===== src/rtl/reg_file_phased_pkg.sv =====
// Shared phase table and widths for the phased multicycle datapath stages.
package reg_file_phased_pkg;

  localparam int unsigned NUM_PHASES   = 10;
  localparam int unsigned READ_PHASE   = 2;
  localparam int unsigned WB_MUX_PHASE = 5;
  // Commit only after the write-back mux has settled, and away from the read phase.
  localparam int unsigned WRITE_PHASE  = 6;
  localparam int unsigned PHASE_W      = 4;

  localparam int unsigned DATA_W   = 32;
  localparam int unsigned ADDR_W   = 5;
  localparam int unsigned NUM_REGS = 2 ** ADDR_W;

  localparam logic [ADDR_W-1:0] REG_ZERO = '0;

  typedef logic [PHASE_W-1:0] phase_t;

  typedef struct packed {
    logic              we;
    logic [ADDR_W-1:0] addr;
    logic [DATA_W-1:0] data;
  } wb_req_t;

endpackage


===== src/rtl/reg_file_phased_phase_counter.sv =====
// Modulo-N phase counter with synchronous reset and a combinational next-phase view.
module phase_counter
  import reg_file_phased_pkg::*;
#(
  parameter int unsigned N = NUM_PHASES,
  parameter int unsigned W = PHASE_W
) (
  input  logic         clock,
  input  logic         reset,
  output logic [W-1:0] o_phase,
  output logic [W-1:0] o_ph_next_c
);

  logic [W-1:0] r_phase;
  logic [W-1:0] w_ph_next;

  always_comb begin
    w_ph_next = r_phase + W'(1);
    if (r_phase == W'(N - 1)) w_ph_next = '0;
  end

  always_ff @(posedge clock) begin
    if (reset) r_phase <= '0;
    else       r_phase <= w_ph_next;
  end

  assign o_phase     = r_phase;
  assign o_ph_next_c = w_ph_next;

endmodule


===== src/rtl/reg_file_phased.sv =====
// 32x32 register file, two read ports and one write port, keyed to the datapath phase cycle.
module reg_file_phased
  import reg_file_phased_pkg::*;
(
  input  logic              clock,
  input  logic              reset,
  input  logic              regWrite,
  input  logic [ADDR_W-1:0] readReg1,
  input  logic [ADDR_W-1:0] readReg2,
  input  logic [ADDR_W-1:0] writeReg,
  input  logic [DATA_W-1:0] writeData,
  output logic [DATA_W-1:0] readData1,
  output logic [DATA_W-1:0] readData2,
  output logic [PHASE_W-1:0] phase,
  output logic              writeDone
);

  phase_t            w_phase;
  phase_t            w_ph_next;
  wb_req_t           w_wb_req;
  logic              w_read_fire;
  logic              w_write_fire;
  logic [DATA_W-1:0] w_rd1;
  logic [DATA_W-1:0] w_rd2;

  logic [DATA_W-1:0] r_regs [NUM_REGS];
  logic [DATA_W-1:0] r_read_data1;
  logic [DATA_W-1:0] r_read_data2;
  logic              r_write_done;

  phase_counter #(
    .N (NUM_PHASES),
    .W (PHASE_W)
  ) u_phase_counter (
    .clock       (clock),
    .reset       (reset),
    .o_phase     (w_phase),
    .o_ph_next_c (w_ph_next)
  );

  assign w_wb_req = '{we: regWrite, addr: writeReg, data: writeData};

  // Actions are keyed to the phase being entered on this edge.
  assign w_read_fire  = (w_ph_next == PHASE_W'(READ_PHASE));
  assign w_write_fire = (w_ph_next == PHASE_W'(WRITE_PHASE)) && w_wb_req.we
                        && (w_wb_req.addr != REG_ZERO);

  assign w_rd1 = (readReg1 == REG_ZERO) ? '0 : r_regs[readReg1];
  assign w_rd2 = (readReg2 == REG_ZERO) ? '0 : r_regs[readReg2];

  always_ff @(posedge clock) begin
    if (reset) begin
      for (int i = 0; i < NUM_REGS; i++) r_regs[i] <= '0;
      r_read_data1 <= '0;
      r_read_data2 <= '0;
      r_write_done <= 1'b0;
    end else begin
      r_write_done <= 1'b0;
      if (w_read_fire) begin
        r_read_data1 <= w_rd1;
        r_read_data2 <= w_rd2;
      end
      if (w_write_fire) begin
        r_regs[w_wb_req.addr] <= w_wb_req.data;
        r_write_done          <= 1'b1;
      end
    end
  end

  assign readData1 = r_read_data1;
  assign readData2 = r_read_data2;
  assign phase     = w_phase;
  assign writeDone = r_write_done;

endmodule


===== config.mk =====
export PLATFORM = sky130hd
export DESIGN_NAME = reg_file_phased
export DESIGN_NICKNAME = d
export VERILOG_FILES = /design/src/rtl/reg_file_phased_pkg.sv /design/src/rtl/reg_file_phased_phase_counter.sv /design/src/rtl/reg_file_phased.sv
export SDC_FILE = /design/constraint.sdc
export NUM_CORES = 2
export LEC_CHECK = 0
export BUFFER_PORTS_ARGS = -buffer_cell sky130_fd_sc_hd__buf_2
export CAP_MARGIN = 30
export CELL_PAD_IN_SITES_DETAIL_PLACEMENT = 1
export CELL_PAD_IN_SITES_GLOBAL_PLACEMENT = 1
export CORE_ASPECT_RATIO = 1.2
export CORE_MARGIN = 2
export CORE_UTILIZATION = 35
export DETAILED_ROUTE_END_ITERATION = 16
export PLACE_DENSITY_LB_ADDON = 0.1
export SLEW_MARGIN = 15
export SYNTH_ARGS = -nofsm -noshare
export SYNTH_HDL_FRONTEND = slang
export SYNTH_HIERARCHICAL = 1
export SYNTH_SLANG_ARGS = --single-unit

===== constraint.sdc =====
create_clock -name clock -period 2.8 [get_ports clock]
set_input_delay 0.84 -clock clock [delete_from_list [all_inputs] [get_ports clock]]
set_output_delay 0.84 -clock clock [all_outputs]
set_load 0.01 [all_outputs]

; ---- Word-level counts from Yosys, hierarchy flattened
; Memories as Yosys holds them, arrays and structs flattened.
; Index checks and enable logic that the tools add are counted.
[op_classes]
n_addsub = 1
n_eq_ne = 3
muxes = 11
reduce_logical = 6
[ops]
columns = op, n
row1 = 32-bit two-way mux, 3
row2 = 32-bit OR reduction, 1
row3 = 5-bit logical NOT, 2
row4 = 1-bit two-way mux, 6
row5 = 5-bit two-way mux, 1
row6 = 5-bit nonzero test, 1
row7 = 4-bit by 1-bit adder with 4-bit output (second input constant), 1
row8 = 4-bit by 2-bit == test with 1-bit output (second input constant), 1
row9 = 4-bit by 3-bit == test with 1-bit output (second input constant), 1
row10 = 4-bit == test (second input constant), 1
row11 = 4-bit two-way mux, 1
row12 = 1-bit logical AND, 2
[totals]
ff_bits = 69
mem_bits_rw = 1024
inputBits = 50
out_inout_bits = 69
wordCells = 26
n_memories = 1
[mem_list]
columns = memory, depth, width, read_ports, rd_ports_with_merged_regs, write_ports, line
row1 = r_regs, 32, 32, 2, 0, 32, reg_file_phased.sv:26  ; logic [DATA_W-1:0] r_regs [NUM_REGS];

; ---- Longest topological paths before layout
[logic_depth]
ltp_word = 10
mapped_depth = 10
ltp_nobuf = 8

; ---- Hierarchy
; Netlist, hierarchy kept.
[by_module_without_submodules]
columns = mod, instances, cells_per_inst, area_per_inst_um2, seq_area_each_um2
row1 = reg_file_phased, 1, 3797, 56429.1, 32050.7
row2 = phase_counter, 1, 20, 186.4, 80.1

; ---- Worst setup path after synthesis
; OpenSTA, ideal clock, no wires.
[synth_path]
kind = input to register
from = input port reset
to = memory r_regs[13][0], enable pin
setup_time_ns = 0.375
arrival_time_ns = 2.423
required_ns = 2.425
slack_ns = 0.002
stages = 7
path_buffers = 2
cell_sequence = clkbuf_1 nor3b_1 and4b_1 buf_2 nand3b_2 nor2_1 or2_2
[synth_lines]
columns = item, line
row1 = from (decl), reg_file_phased.sv:6  ; input logic reset,
row2 = to (decl), reg_file_phased.sv:26

==> results.md <==
- The flow ran to the end, and the final reports show no timing, DRC or antenna violations.
- The longest individual stage delay on the worst path is 440 ps.
- The startpoint kind of the worst setup timing path is a flip-flop.
- The first global-routing pass estimated 321000 um of wire.
- Detailed routing inserted a total of 36700 vias.
- On the critical path, the stage with the largest delay is an instance of sky130_fd_sc_hd__dfxtp_1.
- STA classifies the critical path endpoint as a flip-flop.
- In the post-synthesis netlist, the cell with the most instances is sky130_fd_sc_hd__edfxtp_1.
- The worst hold path passes through 2 cells.
- The HPWL after detailed placement is 160000 um.
- Summing the sequential cell areas from Yosys gives 56.8% of the chip area.
- Prior to clock tree synthesis, the placed netlist has a worst setup slack of -299 ps.
- The met2 usage is 48.0%.
- The worst path uses 95.4% of the clock period.
- The worst register-to-register path ends at r_regs[5][22].
- The slack of the worst reg-to-reg path is 130 ps.
- The synthesized design contains 1024 enable-type register cells.
- The number of global-route vias before repair is 38400.
- The worst path needs 2670 ps of the cycle, external delays included.
- The data arrival at the endpoint of the critical path is 3130 ps.
- The classification of the worst-slack hold path is reg2reg.
- The most prevalent standard cell on the critical path is sky130_fd_sc_hd__buf_12.
- The critical path data required time is 3260 ps.
- For the pin with the worst max-slew slack, the measured transition is 813 ps.
- The count of unique library cells instantiated by Yosys is 46.
- Among all flip-flop cells after synthesis, the most frequent one is sky130_fd_sc_hd__edfxtp_1.
- The number of resized instances in the post-cts repair step is 0.
- The max-slew violation count came to 0.
- For this block, the routed nets add up to 232000 um of wire.
- After detailed routing, the number of vias per cell comes to 5.78.
- The root buffer cell is sky130_fd_sc_hd__clkbuf_16.
- The maximum clock rate is 0.374 GHz.
- The global routing's busiest layer is met2.
- The startpoint of the most critical hold path is readData1[12].
- The cell type contributing the most total cell area after synthesis is sky130_fd_sc_hd__edfxtp_1.
- The final setup slack of the worst path is 129 ps.
- Compared with the post-synthesis result, the final layout area differs by 20.5%.
- Cells fill 42.5% of the core in the end.
- Across the routed clock network, the largest skew measured is 32.5 ps.
- The setup violation total in the final timing report is 0.
- Counting flops and latches in the post-synthesis netlist gives 1093.
- The endpoint of the worst hold-timing path is readData1[12].
- Of the cells placed in the final design, the portion with a size suffix greater than 1 is 32.5%.
- Counting instances in the post-synthesis netlist gives the leading cell types as 1024 x sky130_fd_sc_hd__edfxtp_1, 993 x sky130_fd_sc_hd__and2_1, 436 x sky130_fd_sc_hd__mux4_2, 286 x sky130_fd_sc_hd__clkbuf_1, 180 x sky130_fd_sc_hd__mux2i_1.
- The initial antenna violation count is 28.
- The gate count of the mapped netlist is 3817.
- The count of hold-fix buffers inserted at cts is 0.
- Clock-pin slew was measured on the worst setup and hold paths at 60 ps.
- Measured along the x axis, the die boundary spans 371 um.
- Counting the buffers created by CTS gives 131.
- After detailed routing, the number of remaining DRC violations is 0.
- In the post-synthesis netlist, the biggest area contributors are sky130_fd_sc_hd__edfxtp_1 54%, sky130_fd_sc_hd__mux4_2 17%, sky130_fd_sc_hd__and2_1 11%, sky130_fd_sc_hd__mux2i_1 3.2%, sky130_fd_sc_hd__mux2_2 2.6%.
- For this run, global-route usage on met1 was measured as 37.5%.
- After floorplanning, the core was divided into 161 placement rows.
- The number of violations reported at the end of detailed-routing iteration 0 is 3432.
- The pin count of the biggest net entering global routing is 52.
- The hold violation total from the final report came to 0.
- The cell count of the worst reg-to-reg path is 10.
- Global routing used 28.3% of the available tracks across all layers.
- TritonCTS built the clock tree.
- In this run the post-CTS setup repair buffer count came out at 0.
- The clock passes through at most 3 buffers.
- The post-synthesis area per instance is 14.8 um2.
- During I/O placement, the number of pins put on the boundary was 119.
- At the end of routability-driven placement, the weighted congestion stood at 0.827.
- From bottom edge to top edge, the die measures 445 um.
- Once detail routing completed, the nets flagged for antenna violations numbered 0.
- The floorplan step defined a die boundary enclosing 165000 um2.
- Dividing the detail-routed wire length by the instance count gives 36.6 um.
- The tool flagged a number of max-cap violations equal to 0.
- The number of iterations in the first detailed-routing pass is 5.
- The type of the setup path with the least slack is reg2reg.
- In this run the worst path has a maximum fanout of 12.
- The total global routing overflow is 0.
- The synthesized design devotes to its leading area cell type 54.3% of total area.
- The effective utilization at floorplan is 35.3%.
- For this run, the number of Yosys warnings is 6.
- The H-tree was split into 4 levels.
- The summed instance area of the synthesized netlist is 56600 um2.
- Power spread over the standard cell area amounts to 596 nW/um2.
- At the end of the flow, the number of nets in the layout was 4178.
- The signal on the critical path passes through nor2b_1, o21ai_2, nor3b_1, and4b_1, buf_4, nand3b_2, buf_12, nor2_4, or2_2, buf_12.
- IR analysis of the VDD net gives a maximum drop of 0.000549 V.
- The core box area is 161000 um2.
- Setup repair after global routing left no endpoint under its margin.
- The max-slew headroom at the worst pin is 45.8%.
- After synthesis, the share of flip-flops with an asynchronous set or reset is 0%.
- Port buffering added 118 buffers.
- The startpoint of the lowest-slack register-to-register path is u_phase_counter/o_phase[2].
- The met3 track demand over resource is 3.71%.
- The clock insertion delay at the later pin of the skew report is 790 ps.
- The number of clock sinks is 1093.
- The leakage power figure is 0.0253 uW.
-- registers in the layout, summed over array words and instances (netlist names) --
| register | cells |
|---|---|
| r_regs | 1024 |
| readData2 | 32 |
| writeDone | 1 |
| u_phase_counter/o_phase | 4 |
| readData1 | 32 |
-- per-stage QoR --
| stage | instances | cell area, um2 | TNS [ps] | power, uW | hold slack, ps |
|---|---|---|---|---|---|
| 2_1_floorplan | 3848 | 56700 | 0 | 21200 | 492 |
| 3_3_place_gp | 6114 | 64000 | -3720 | 23400 | 445 |
| 3_5_place_dp | 6114 | 64000 | -4430 | 23500 | 458 |
| 4_1_cts | 6345 | 68200 | 0 | 41000 | 472 |
| 5_1_grt | 6346 | 68200 | 0 | 41700 | 492 |
| 6_report | 6353 | 68200 | 0 | 40600 | 463 |
-- power breakdown --
group	total [uW]	internal [uW]	switching (uW)
registers	18800	18400	378
clock network	17500	10400	7160
logic	4340	1890	2450
total	40600	30700	9990
-- layout make-up --
cell class                 instances  area, um2
fill                           15800      92300
tap                             2119       2650
timing repair buffer             542       5950
sequential                      1093      32100
inverter                           2       7.51
clock buffer                     176       3590
multi-input combinational       2358      23200
antenna                            8       20.0
clock inverter                    55        672
-- worst max-delay path by stage --
stage,start,endpoint,slack (ps),cells after the start
floorplan,reset,r_regs[13][0],2,7
global placement,readReg2[0],readData2[21],-300,7
detailed placement,readReg2[0],readData2[21],-300,7
CTS,u_phase_counter/o_phase[2],r_regs[5][22],140,10
global route,u_phase_counter/o_phase[2],r_regs[5][21],40,10
finish,u_phase_counter/o_phase[2],r_regs[5][22],130,10
-- metal layers --
metal	vias to the layer above	part of all wire, %
li1	15100	-
met1	20000	42
met2	1219	50
met3	292	4.9
met4	10	2.9
met5	-	0.028
-- worst max-delay path: cells and delay by family, from the launching register on --
family                 cells  cell delay [ps]
buffers and inverters      3              560
AO/OA/AOI/OAI              1              200
AND/OR/NAND/NOR            6             1110
flip-flops                 1              440
-- logic make-up after synthesis --
family          Yosys count  synth area share [%]
mux                     747                  23.1
simple gates           1300                  13.6
other cells               1               0.00662
flops                  1093                  56.8
compound gates          278                  3.54
xor+xnor                  1                0.0287
buf+inv                 397                  2.98
-- layout by cell type (no fill, tap or decap), drive strengths merged, types with 33 or more instances in the layout --
master,instances
and2,993
o22ai,54
o21ai,39
mux4,436
mux2,131
clkbuf,177
buf,541
a22oi,35
nor2,47
nand3,33
edfxtp,1024
nand2,136
dfxtp,69
mux2i,180
(Power assumes the default switching activity.)
